===== config.mk =====
export PLATFORM = sky130hd
export DESIGN_NAME = instr_sequencer
export DESIGN_NICKNAME = d
export VERILOG_FILES = /design/src/rtl/instr_sequencer_pkg.sv /design/src/rtl/instr_sequencer_prog_ram.sv /design/src/rtl/instr_sequencer.sv
export SDC_FILE = /design/constraint.sdc
export NUM_CORES = 1
export LEC_CHECK = 0
export BUFFER_PORTS_ARGS = -buffer_cell sky130_fd_sc_hd__buf_2
export CAP_MARGIN = 40
export CORE_MARGIN = 3
export CORE_UTILIZATION = 55
export DETAILED_ROUTE_END_ITERATION = 7
export MAX_ROUTING_LAYER = met4
export PLACE_DENSITY = 0.73
export SYNTH_ARGS = -nofsm -noshare
export SYNTH_HDL_FRONTEND = slang
export SYNTH_SLANG_ARGS = --single-unit

===== constraint.sdc =====
create_clock -name clk -period 4.29 [get_ports clk]
set_clock_uncertainty 0.1 [all_clocks]
set_input_delay 0.6435 -clock clk [delete_from_list [all_inputs] [get_ports clk]]
set_output_delay 0.6435 -clock clk [all_outputs]
set_load 0.03 [all_outputs]

===== src/rtl/instr_sequencer_pkg.sv =====
// Shared definitions for the instruction sequencer: data width, default
// halt word, FSM state encoding and small state-classification helpers.
package instr_sequencer_pkg;

  localparam int unsigned DATA_W = 16;

  localparam logic [DATA_W-1:0] DEF_HALT_WORD = 16'hFFFF;

  // FSM state encoding (3 bits, kept as plain constants for legacy users)
  localparam logic [2:0] S_IDLE  = 3'd0;
  localparam logic [2:0] S_FETCH = 3'd1;
  localparam logic [2:0] S_ISSUE = 3'd2;
  localparam logic [2:0] S_WAIT  = 3'd3;
  localparam logic [2:0] S_DONE  = 3'd4;
  localparam logic [2:0] S_ERR   = 3'd5;

  // A sequence is in progress only while fetching, issuing or waiting.
  function automatic logic state_is_busy(input logic [2:0] s);
    return (s == S_FETCH) || (s == S_ISSUE) || (s == S_WAIT);
  endfunction

  // States from which a new run may be launched (and the buffer reloaded).
  function automatic logic state_is_quiet(input logic [2:0] s);
    return (s == S_IDLE) || (s == S_DONE) || (s == S_ERR);
  endfunction

endpackage


===== src/rtl/instr_sequencer_prog_ram.sv =====
// Program buffer: 2**AW words, one synchronous write port and one
// combinational read port. No reset, the contents survive rst_n.
module prog_ram
  import instr_sequencer_pkg::*;
#(
  parameter int unsigned AW = 4,
  parameter int unsigned DW = DATA_W
) (
  input  logic          clk,
  input  logic          i_we,
  input  logic [AW-1:0] i_waddr,
  input  logic [DW-1:0] i_wdata,
  input  logic [AW-1:0] i_raddr,
  output logic [DW-1:0] o_rdata
);

  logic [DW-1:0] r_mem [2**AW];

  // Write port: store the word on the clock edge.
  always_ff @(posedge clk) begin
    if (i_we) begin
      r_mem[i_waddr] <= i_wdata;
    end
  end

  // Read port: combinational, so a word written at the start edge is
  // already visible during the following FETCH cycle.
  always_comb begin
    o_rdata = r_mem[i_raddr];
  end

endmodule


===== src/rtl/instr_sequencer.sv =====
// Instruction sequencer: initiator side of the processor run/done
// handshake. Issues buffered words in order until the program length,
// a HALT word, a done timeout or an abort ends the run.
module instr_sequencer
  import instr_sequencer_pkg::*;
#(
  parameter int unsigned       AW          = 4,
  parameter logic [DATA_W-1:0] HALT_WORD   = DEF_HALT_WORD,
  parameter int unsigned       TIMEOUT_CYC = 64
) (
  input  logic              clk,
  input  logic              rst_n,
  input  logic              load_we,
  input  logic [AW-1:0]     load_addr,
  input  logic [DATA_W-1:0] load_data,
  input  logic [AW:0]       prog_len,
  input  logic              start,
  input  logic              abort,
  input  logic              done_in,
  output logic [DATA_W-1:0] din_out,
  output logic              run_out,
  output logic              busy,
  output logic              finished,
  output logic              timeout_err,
  output logic [AW-1:0]     pc,
  output logic [15:0]       instr_count
);

  logic [2:0]        r_state;
  logic [AW-1:0]     r_pc;
  logic [AW:0]       r_len;
  logic [31:0]       r_wdog;
  logic [15:0]       r_count;
  logic [DATA_W-1:0] r_din;
  logic              r_run;
  logic              r_finished;
  logic              r_terr;

  logic [2:0]        w_state_nxt;
  logic [DATA_W-1:0] w_rd;
  logic              w_busy;
  logic              w_we;
  logic              w_go;
  logic              w_go_empty;
  logic              w_halt;
  logic              w_done_hit;
  logic              w_last;
  logic              w_expire;
  logic              w_to_done;

  prog_ram #(
    .AW (AW),
    .DW (DATA_W)
  ) u_prog_ram (
    .clk     (clk),
    .i_we    (w_we),
    .i_waddr (load_addr),
    .i_wdata (load_data),
    .i_raddr (r_pc),
    .o_rdata (w_rd)
  );

  // Decode the events that steer the FSM this cycle.
  always_comb begin
    w_busy     = state_is_busy(r_state);
    w_we       = load_we && !w_busy;
    w_go       = state_is_quiet(r_state) && start;
    w_go_empty = w_go && (prog_len == '0);
    w_halt     = (r_state == S_FETCH) && (w_rd == HALT_WORD);
    w_done_hit = (r_state == S_WAIT) && done_in;
    w_last     = (({1'b0, r_pc}) + (AW+1)'(1)) == r_len;
    // done_in in the expiry cycle wins: the instruction completes instead.
    w_expire   = (r_state == S_WAIT) && !done_in && (TIMEOUT_CYC != 0) &&
                 (r_wdog == (TIMEOUT_CYC - 32'd1));
    w_to_done  = w_go_empty || w_halt || (w_done_hit && w_last);
  end

  // Next-state selection; abort is applied with priority in the register.
  always_comb begin
    w_state_nxt = r_state;
    case (r_state)
      S_IDLE, S_DONE, S_ERR: begin
        if (w_go) begin
          w_state_nxt = w_go_empty ? S_DONE : S_FETCH;
        end
      end
      S_FETCH: begin
        w_state_nxt = w_halt ? S_DONE : S_ISSUE;
      end
      S_ISSUE: begin
        w_state_nxt = S_WAIT;
      end
      S_WAIT: begin
        if (w_done_hit) begin
          w_state_nxt = w_last ? S_DONE : S_FETCH;
        end else if (w_expire) begin
          w_state_nxt = S_ERR;
        end
      end
      default: begin
        w_state_nxt = S_IDLE;
      end
    endcase
  end

  // State register.
  always_ff @(posedge clk or negedge rst_n) begin
    if (!rst_n) begin
      r_state <= S_IDLE;
    end else if (abort) begin
      r_state <= S_IDLE;
    end else begin
      r_state <= w_state_nxt;
    end
  end

  // Program counter, captured length and completed-instruction counter.
  // On the final done, pc stays on the last word rather than stepping past it.
  always_ff @(posedge clk or negedge rst_n) begin
    if (!rst_n) begin
      r_pc    <= '0;
      r_len   <= '0;
      r_count <= '0;
    end else if (!abort) begin
      if (w_go) begin
        r_pc    <= '0;
        r_len   <= prog_len;
        r_count <= '0;
      end else if (w_done_hit) begin
        if (r_count != '1) begin
          r_count <= r_count + 16'd1;
        end
        if (!w_last) begin
          r_pc <= r_pc + AW'(1);
        end
      end
    end
  end

  // Instruction word and run pulse toward the processor. The pulse is
  // registered out of ISSUE so it is high for exactly one cycle.
  always_ff @(posedge clk or negedge rst_n) begin
    if (!rst_n) begin
      r_din <= '0;
      r_run <= 1'b0;
    end else if (abort) begin
      r_run <= 1'b0;
    end else begin
      r_run <= (r_state == S_ISSUE);
      if ((r_state == S_FETCH) && !w_halt) begin
        r_din <= w_rd;
      end
    end
  end

  // Done watchdog: cleared on issue, counts every WAIT cycle.
  always_ff @(posedge clk or negedge rst_n) begin
    if (!rst_n) begin
      r_wdog <= '0;
    end else if (r_state == S_ISSUE) begin
      r_wdog <= '0;
    end else if ((r_state == S_WAIT) && (TIMEOUT_CYC != 0)) begin
      r_wdog <= r_wdog + 32'd1;
    end
  end

  // Completion and sticky timeout flags.
  always_ff @(posedge clk or negedge rst_n) begin
    if (!rst_n) begin
      r_finished <= 1'b0;
      r_terr     <= 1'b0;
    end else if (abort) begin
      r_finished <= 1'b0;
      r_terr     <= 1'b0;
    end else begin
      if (w_to_done) begin
        r_finished <= 1'b1;
      end else if (w_go) begin
        r_finished <= 1'b0;
      end
      if (w_expire) begin
        r_terr <= 1'b1;
      end else if (w_go) begin
        r_terr <= 1'b0;
      end
    end
  end

  // Output mapping.
  always_comb begin
    din_out     = r_din;
    run_out     = r_run;
    busy        = w_busy;
    finished    = r_finished;
    timeout_err = r_terr;
    pc          = r_pc;
    instr_count = r_count;
  end

endmodule

Word level (Yosys, flattened, before mapping)
Memory sizes are Yosys's and may differ from the RTL's.
Cells that the tools add are included.
{ "word_totals": {"elab_cells": 82, "regBits": 79, "ram_bits": 256, "out_inout_bits": 40, "memories": 1, "inputBits": 31} }
{ "op_classes": {"reduce_logical": 31, "eq_ne": 12, "bitwise_logic": 1, "muxes": 24, "n_addsub": 4} }
{ "memory_table": {"columns": ["memory", "words", "width", "rd", "rd_ports_with_merged_regs", "wr", "line_no", "rtl"], "rows": [
  ["u_prog_ram.r_mem", 16, 16, 1, 0, 1, "instr_sequencer_prog_ram.sv:17", "logic [DW-1:0] r_mem [2**AW];"]
]} }
{ "op_table": {"columns": ["op", "count"], "rows": [
  ["$mux 32", 2],
  ["$mux 16", 3],
  ["$add 32x1->32 const B", 1],
  ["$eq 32x6->1 const B", 1],
  ["$mux 3", 7],
  ["$add 16x1->16 const B", 1],
  ["$eq 16x16->1 const B", 1],
  ["$ne 16x16->1 const B", 1],
  ["$mux 4", 3],
  ["$pmux 3 s4", 1],
  ["$logic_and 1x1->1", 9],
  ["$mux 1", 8],
  ["$eq 3x2->1 const B", 2],
  ["$eq 3x3->1 const B", 2],
  ["$logic_or 1x1->1", 6],
  ["$reduce_and 2->1", 3],
  ["$reduce_and 3->1", 2],
  ["$reduce_bool 2->1", 3],
  ["$reduce_bool 3->1", 2],
  ["$add 4x1->5 const B", 1],
  ["$eq 5x5->1", 1],
  ["$logic_not 5->1", 1],
  ["$add 4x1->4 const B", 1],
  ["$ne 4x4->1 const B", 1],
  ["other kinds (7)", 9]
]} }

Longest topological paths before layout
{ "depth": {"word_depth": 9, "ltp_mapped": 11, "depth_no_buf": 8} }

Modules after synthesis
From an unflattened synthesis, not the netlist that was laid out.
{ "unflattened": {"cells_unflattened": 840, "hier_area_um2": 13848.3} }
{ "modules_own_cells": {"columns": ["module", "n_inst", "cells_per_inst", "seq_area_each_um2", "area_per_inst_um2"], "rows": [
  ["prog_ram", 1, 416, 7687.4, 9723.1],
  ["instr_sequencer", 1, 424, 1976.9, 4125.2]
]} }

Worst setup path after synthesis
No wires, ideal clock.
{ "synth_path": {"path_kind": "reg2reg", "startpoint": "reg r_state[1]", "endpoint": "mem u_prog_ram.r_mem[0][0] in the netlist's numbering (enable)", "required_time_ns": 3.781, "arrival_time_ns": 2.501, "n_path_buf": 2, "slack_ns": 1.280, "setup_ns": 0.409, "stages_incl_launch_ff": 7, "synth_period_minus_slack_ns": 3.010, "path_cell_list": "dfrtp_1 > buf_2 > nand2b_1 > clkbuf_1 > nand3_1 > or3_1 > nor3_1"} }
{ "synth_between": {"elab_chain_cells": 7, "word_cells_on_any_way": 9, "cone_classes": "3 x eq/ne; 2 x mux; 4 x reduce/logical"} }
{ "synth_lines": {"columns": ["item", "line_no", "rtl"], "rows": [
  ["start: declaration", "instr_sequencer.sv:29", "logic [2:0] r_state;"],
  ["start signal: assignment", "instr_sequencer.sv:113", "r_state <= w_state_nxt;"],
  ["$eq 3x1->1 / $eq 3x2->1 (equally long branches)", "instr_sequencer_pkg.sv:19", "return (s == S_FETCH) || (s == S_ISSUE) || (s == S_WAIT);"],
  ["$logic_or 1x1->1", "instr_sequencer_pkg.sv:19", null],
  ["$logic_or 1x1->1 *", "instr_sequencer_pkg.sv:19", null],
  ["$logic_not 1->1 *", "instr_sequencer.sv:66", "w_we = load_we && !w_busy;"],
  ["$logic_and 1x1->1 *", "instr_sequencer.sv:66", null],
  ["$mux 1 *", "instr_sequencer_prog_ram.sv:21", "if (i_we) begin"],
  ["$mux 1 (not written as such) *", "instr_sequencer_prog_ram.sv:22", "r_mem[i_waddr] <= i_wdata;"],
  ["end: declaration", "instr_sequencer_prog_ram.sv:17", null]
]} }
Every way passes the cells marked *; elsewhere a longest branch is shown, timed or not.

Worst setup path after layout
{ "layout_path": {"startpoint": "reg r_pc[0] (netlist: pc[0])", "endpoint": "reg r_din[11] (netlist: din_out[11])"} }
{ "layout_between": {"elab_chain_cells": 6} }
{ "layout_lines": {"columns": ["item", "line_no", "rtl"], "rows": [
  ["start: declaration", "instr_sequencer.sv:30", "logic [AW-1:0] r_pc;"],
  ["start signal: assignment", "instr_sequencer.sv:134", "r_pc <= r_pc + AW'(1);"],
  ["$mem_v2 16x16 *", null, null],
  ["$eq 16x16->1", "instr_sequencer.sv:69", "w_halt = (r_state == S_FETCH) && (w_rd == HALT_WORD);"],
  ["$logic_and 1x1->1", "instr_sequencer.sv:69", null],
  ["$logic_not 1->1", "instr_sequencer.sv:150", "if ((r_state == S_FETCH) && !w_halt) begin"],
  ["$logic_and 1x1->1", "instr_sequencer.sv:150", null],
  ["$reduce_and 2->1 (no source line)", null, null],
  ["end signal: assignment", "instr_sequencer.sv:151", "r_din <= w_rd;"],
  ["end: declaration", "instr_sequencer.sv:34", "logic [DATA_W-1:0] r_din;"]
]} }
Marked as above.
A chain may end at the register's enable or synchronous reset.

==> flow_metrics.env <==
export IMPL_crit_arrival_ns=3.97
export IMPL_dp_cells=1290
export IMPL_cp_common_cell="buf_12"
export IMPL_drtIter0Drc=957
export IMPL_antenna_found_initial=1
export IMPL_ys_types=53
export IMPL_die_x_um=166
export IMPL_syn_area_per_cell_um2=15.5
export IMPL_hold_violations=0
export IMPL_yosys_warnings=0
export IMPL_whs_path_depth=3
export IMPL_fin_cells=1356
export IMPL_synthesis_nets=941
export IMPL_cp_data_required_time_ns=4.57
export IMPL_ys_seq_area_share_pct=68.6
export IMPL_holdCritPathClass="in2reg"
export IMPL_num_io_pins=71
export IMPL_cts_tree="done"
export IMPL_clock_path_buffers=3
export IMPL_rows=57
export IMPL_fp_coreArea_mm2=0.0247
export IMPL_crit_cells=8
export IMPL_synth_edff_count=256
export IMPL_setup_violations=0
export IMPL_grt_pass1_vias=8350
export IMPL_synth_flop_cell="edfxtp_1"
export IMPL_hpwl_um=19500
export IMPL_tns_ns=0
export IMPL_start_util_pct=56.9
export IMPL_critPathMaxFanout=41
export IMPL_tightest_slew_ns=0.815
export IMPL_via_per_inst=6.14
export IMPL_critPathMaxStageDelay_ns=0.92
export IMPL_cts_resized=0
export IMPL_clock_sinks=335
export IMPL_syn_to_final_growth_pct=13.9
export IMPL_peakVddDrop_v=0.000451
export IMPL_ant_nets=0
export IMPL_fp_dieArea_mm2=0.0276
export IMPL_p_leak_nw=5.76
export IMPL_route_detailed_drc=0
export IMPL_wire_per_inst_um=23.1
export IMPL_io_buffers=70
export IMPL_fin_crit_sh_pct=86.0
export IMPL_firstDrtPassIters=5
export IMPL_syn_cell_area_mm2=0.0141
export IMPL_critical_path_slowest_cell="dfrtp_4"
export IMPL_path_clk_slew_ns=0.06
export IMPL_post_cts_buffers=0
export IMPL_ff2ff_path_depth=8
export IMPL_fp_dieH_um=166
export IMPL_vias=8331
export IMPL_grt_pass1_wl_um=48900
export IMPL_grt_total_usage_pct=23.4
export IMPL_crit_buf_inv=3
export IMPL_wl_um=31400
export IMPL_end_kind="register"
export IMPL_critPathKind="reg2reg"
export IMPL_yosys_register_bits=335
export IMPL_grt_ovfl_total=0
export IMPL_max_slew_margin_rel_pct=45.4
export IMPL_synthArstFlopShare_pct=23.6
export IMPL_cts_made_buffers=35
export IMPL_powerDensity_mw_per_mm2=544
export IMPL_drv_slew=0
export IMPL_maxCapViolCount=0
export IMPL_outcome="completed"
export IMPL_critPathTopFamily="multiplexers"
export IMPL_htree_levels=2
export IMPL_place_congestion=0.858
export IMPL_max_freq_ghz=0.271
export IMPL_start_kind="register"
export IMPL_grt_max_degree=58
export IMPL_rsz0062_at_grt="false"
export IMPL_synthCells=907
export IMPL_drive_gt1_share_pct=22.4
export IMPL_nNetsFinal=1038
export IMPL_worstPathCellList="buf_12 -> buf_4 -> mux4_1 -> mux4_2 -> nand4_1 -> o21ai_4 -> buf_12 -> mux2_4"
export IMPL_layout_min_cycle_time_ns=3.69
export IMPL_clk_latency_ns=0.51
export IMPL_cts_root_buf="clkbuf_16"
-- power breakdown --
| part | leakage (nW) | internal [W] | total (W) | switching, W |
|---|---|---|---|---|
| Sequential | 3.36 | 0.00369 | 0.00395 | 0.000258 |
| Clock | 0.558 | 0.00184 | 0.00304 | 0.00119 |
| Combinational | 1.85 | 0.000772 | 0.00174 | 0.000971 |
-- kinds of logic (layout without fill, tap and decap cells) --
group | Yosys count | in the layout | synth area share (%)
flip-flops | 335 | 335 | 68.6
AND/OR/NAND/NOR | 248 | 248 | 8.41
multiplexers | 121 | 121 | 12.8
AO/OA/AOI/OAI | 119 | 119 | 5.69
buffers and inverters | 55 | 178 | 2.67
XOR/XNOR | 26 | 26 | 1.62
adder cells (fa/ha/maj) | 3 | 3 | 0.266
other | 0 | 2 | 0
-- registers in the layout, summed over array words and instances (netlist names) --
| signal | flops |
|---|---|
| pc | 4 |
| u_prog_ram.r_mem | 256 |
| r_wdog | 32 |
| r_state | 3 |
| run_out | 1 |
| timeout_err | 1 |
| r_len | 5 |
| din_out | 16 |
| finished | 1 |
| instr_count | 16 |
-- layout make-up --
class,instances,area [µm²]
clock inverters,13,145
clock buffers,50,1020
inverters,13,48.8
diodes,2,5.00
well taps,324,405
fillers,1736,8700
multi-input cells,517,4100
flip-flops and latches,335,9670
repair buffers,102,648
-- layout by cell type, fill, tap and decap left out, types with 6 or more instances in the layout --
| cell | instances |
|---|---|
| a22oi_1 | 24 |
| nand2b_1 | 6 |
| and3_1 | 8 |
| nor2_2 | 12 |
| xnor2_1 | 6 |
| mux4_2 | 36 |
| buf_4 | 28 |
| a21oi_1 | 13 |
| a221oi_1 | 24 |
| nand2_1 | 75 |
| xor2_1 | 20 |
| mux2_2 | 11 |
| nand3_1 | 29 |
| inv_1 | 13 |
| o21ai_0 | 37 |
| clkbuf_16 | 37 |
| nor3_1 | 10 |
| clkbuf_1 | 8 |
| nor2_1 | 54 |
| buf_2 | 69 |
| nand4_1 | 13 |
| mux2_4 | 8 |
| mux2i_1 | 61 |
| dfrtp_1 | 77 |
| nor4_1 | 8 |
| edfxtp_1 | 256 |
-- worst paths after layout --
| kind | start | end | slack [ns] |
|---|---|---|---|
| setup / recovery | pc[0] | din_out[11] | 0.60 |
| hold / removal | prog_len[3] | r_len[3] | 0.27 |
| setup reg to reg | pc[0] | din_out[11] | 0.60 |
| hold reg to reg | r_wdog[1] | r_wdog[1] | 0.39 |
| max in group asynchronous | rst_n | r_wdog[22] | 3.01 |
| min in group asynchronous | rst_n | instr_count[8] | 0.49 |
-- timing repair --
| action | in CTS | in global routing |
|---|---|---|
| hold buffers | 1 | 0 |
| endpoints found under the setup margin | 0 | 0 |
| endpoints found under the hold margin | 22 | 0 |
-- tightest hold or removal path: stages --
cell and delay (ns):
buf_2 0.09, nand2_1 0.05, nand2_1 0.05
-- routing by layer --
| layer | wire length (µm) | global-route usage, % | vias up |
|---|---|---|---|
| met4 | 886 | 7.09 | 0 |
| met5 | 0 | - | - |
| met3 | 2330 | 4.38 | 69 |
| li1 | - | - | 3731 |
| met1 | 13200 | 32.6 | 4204 |
| met2 | 14900 | 35.9 | 327 |
-- metrics by stage --
stage | hold WS (ns) | setup slack [ns] | area [µm²] | total power [W] | utilization, %
2_1_floorplan | 0.248 | 1.28 | 14100 | 0.00536 | -
3_3_place_gp | 0.367 | 0.669 | 14800 | 0.00571 | 59.9
3_5_place_dp | 0.378 | 0.602 | 14900 | 0.00576 | 60.1
4_1_cts | 0.250 | 0.586 | 16000 | 0.00880 | 64.8
5_1_grt | 0.257 | 0.448 | 16000 | 0.00908 | 64.8
6_report | 0.265 | 0.599 | 16000 | 0.00873 | 64.8
-- Yosys cell counts, types with 15 or more instances --
| master | number | area, µm² |
|---|---|---|
| a221oi_1 | 24 | 210 |
| a22oi_1 | 24 | 180 |
| clkbuf_1 | 15 | 56.3 |
| dfrtp_1 | 79 | 1980 |
| edfxtp_1 | 256 | 7690 |
| mux2i_1 | 61 | 611 |
| mux4_2 | 36 | 811 |
| nand2_1 | 75 | 282 |
| nand3_1 | 29 | 145 |
| nor2_1 | 66 | 248 |
| o21ai_0 | 37 | 185 |
| xor2_1 | 20 | 175 |
(Power assumes the default switching activity.)
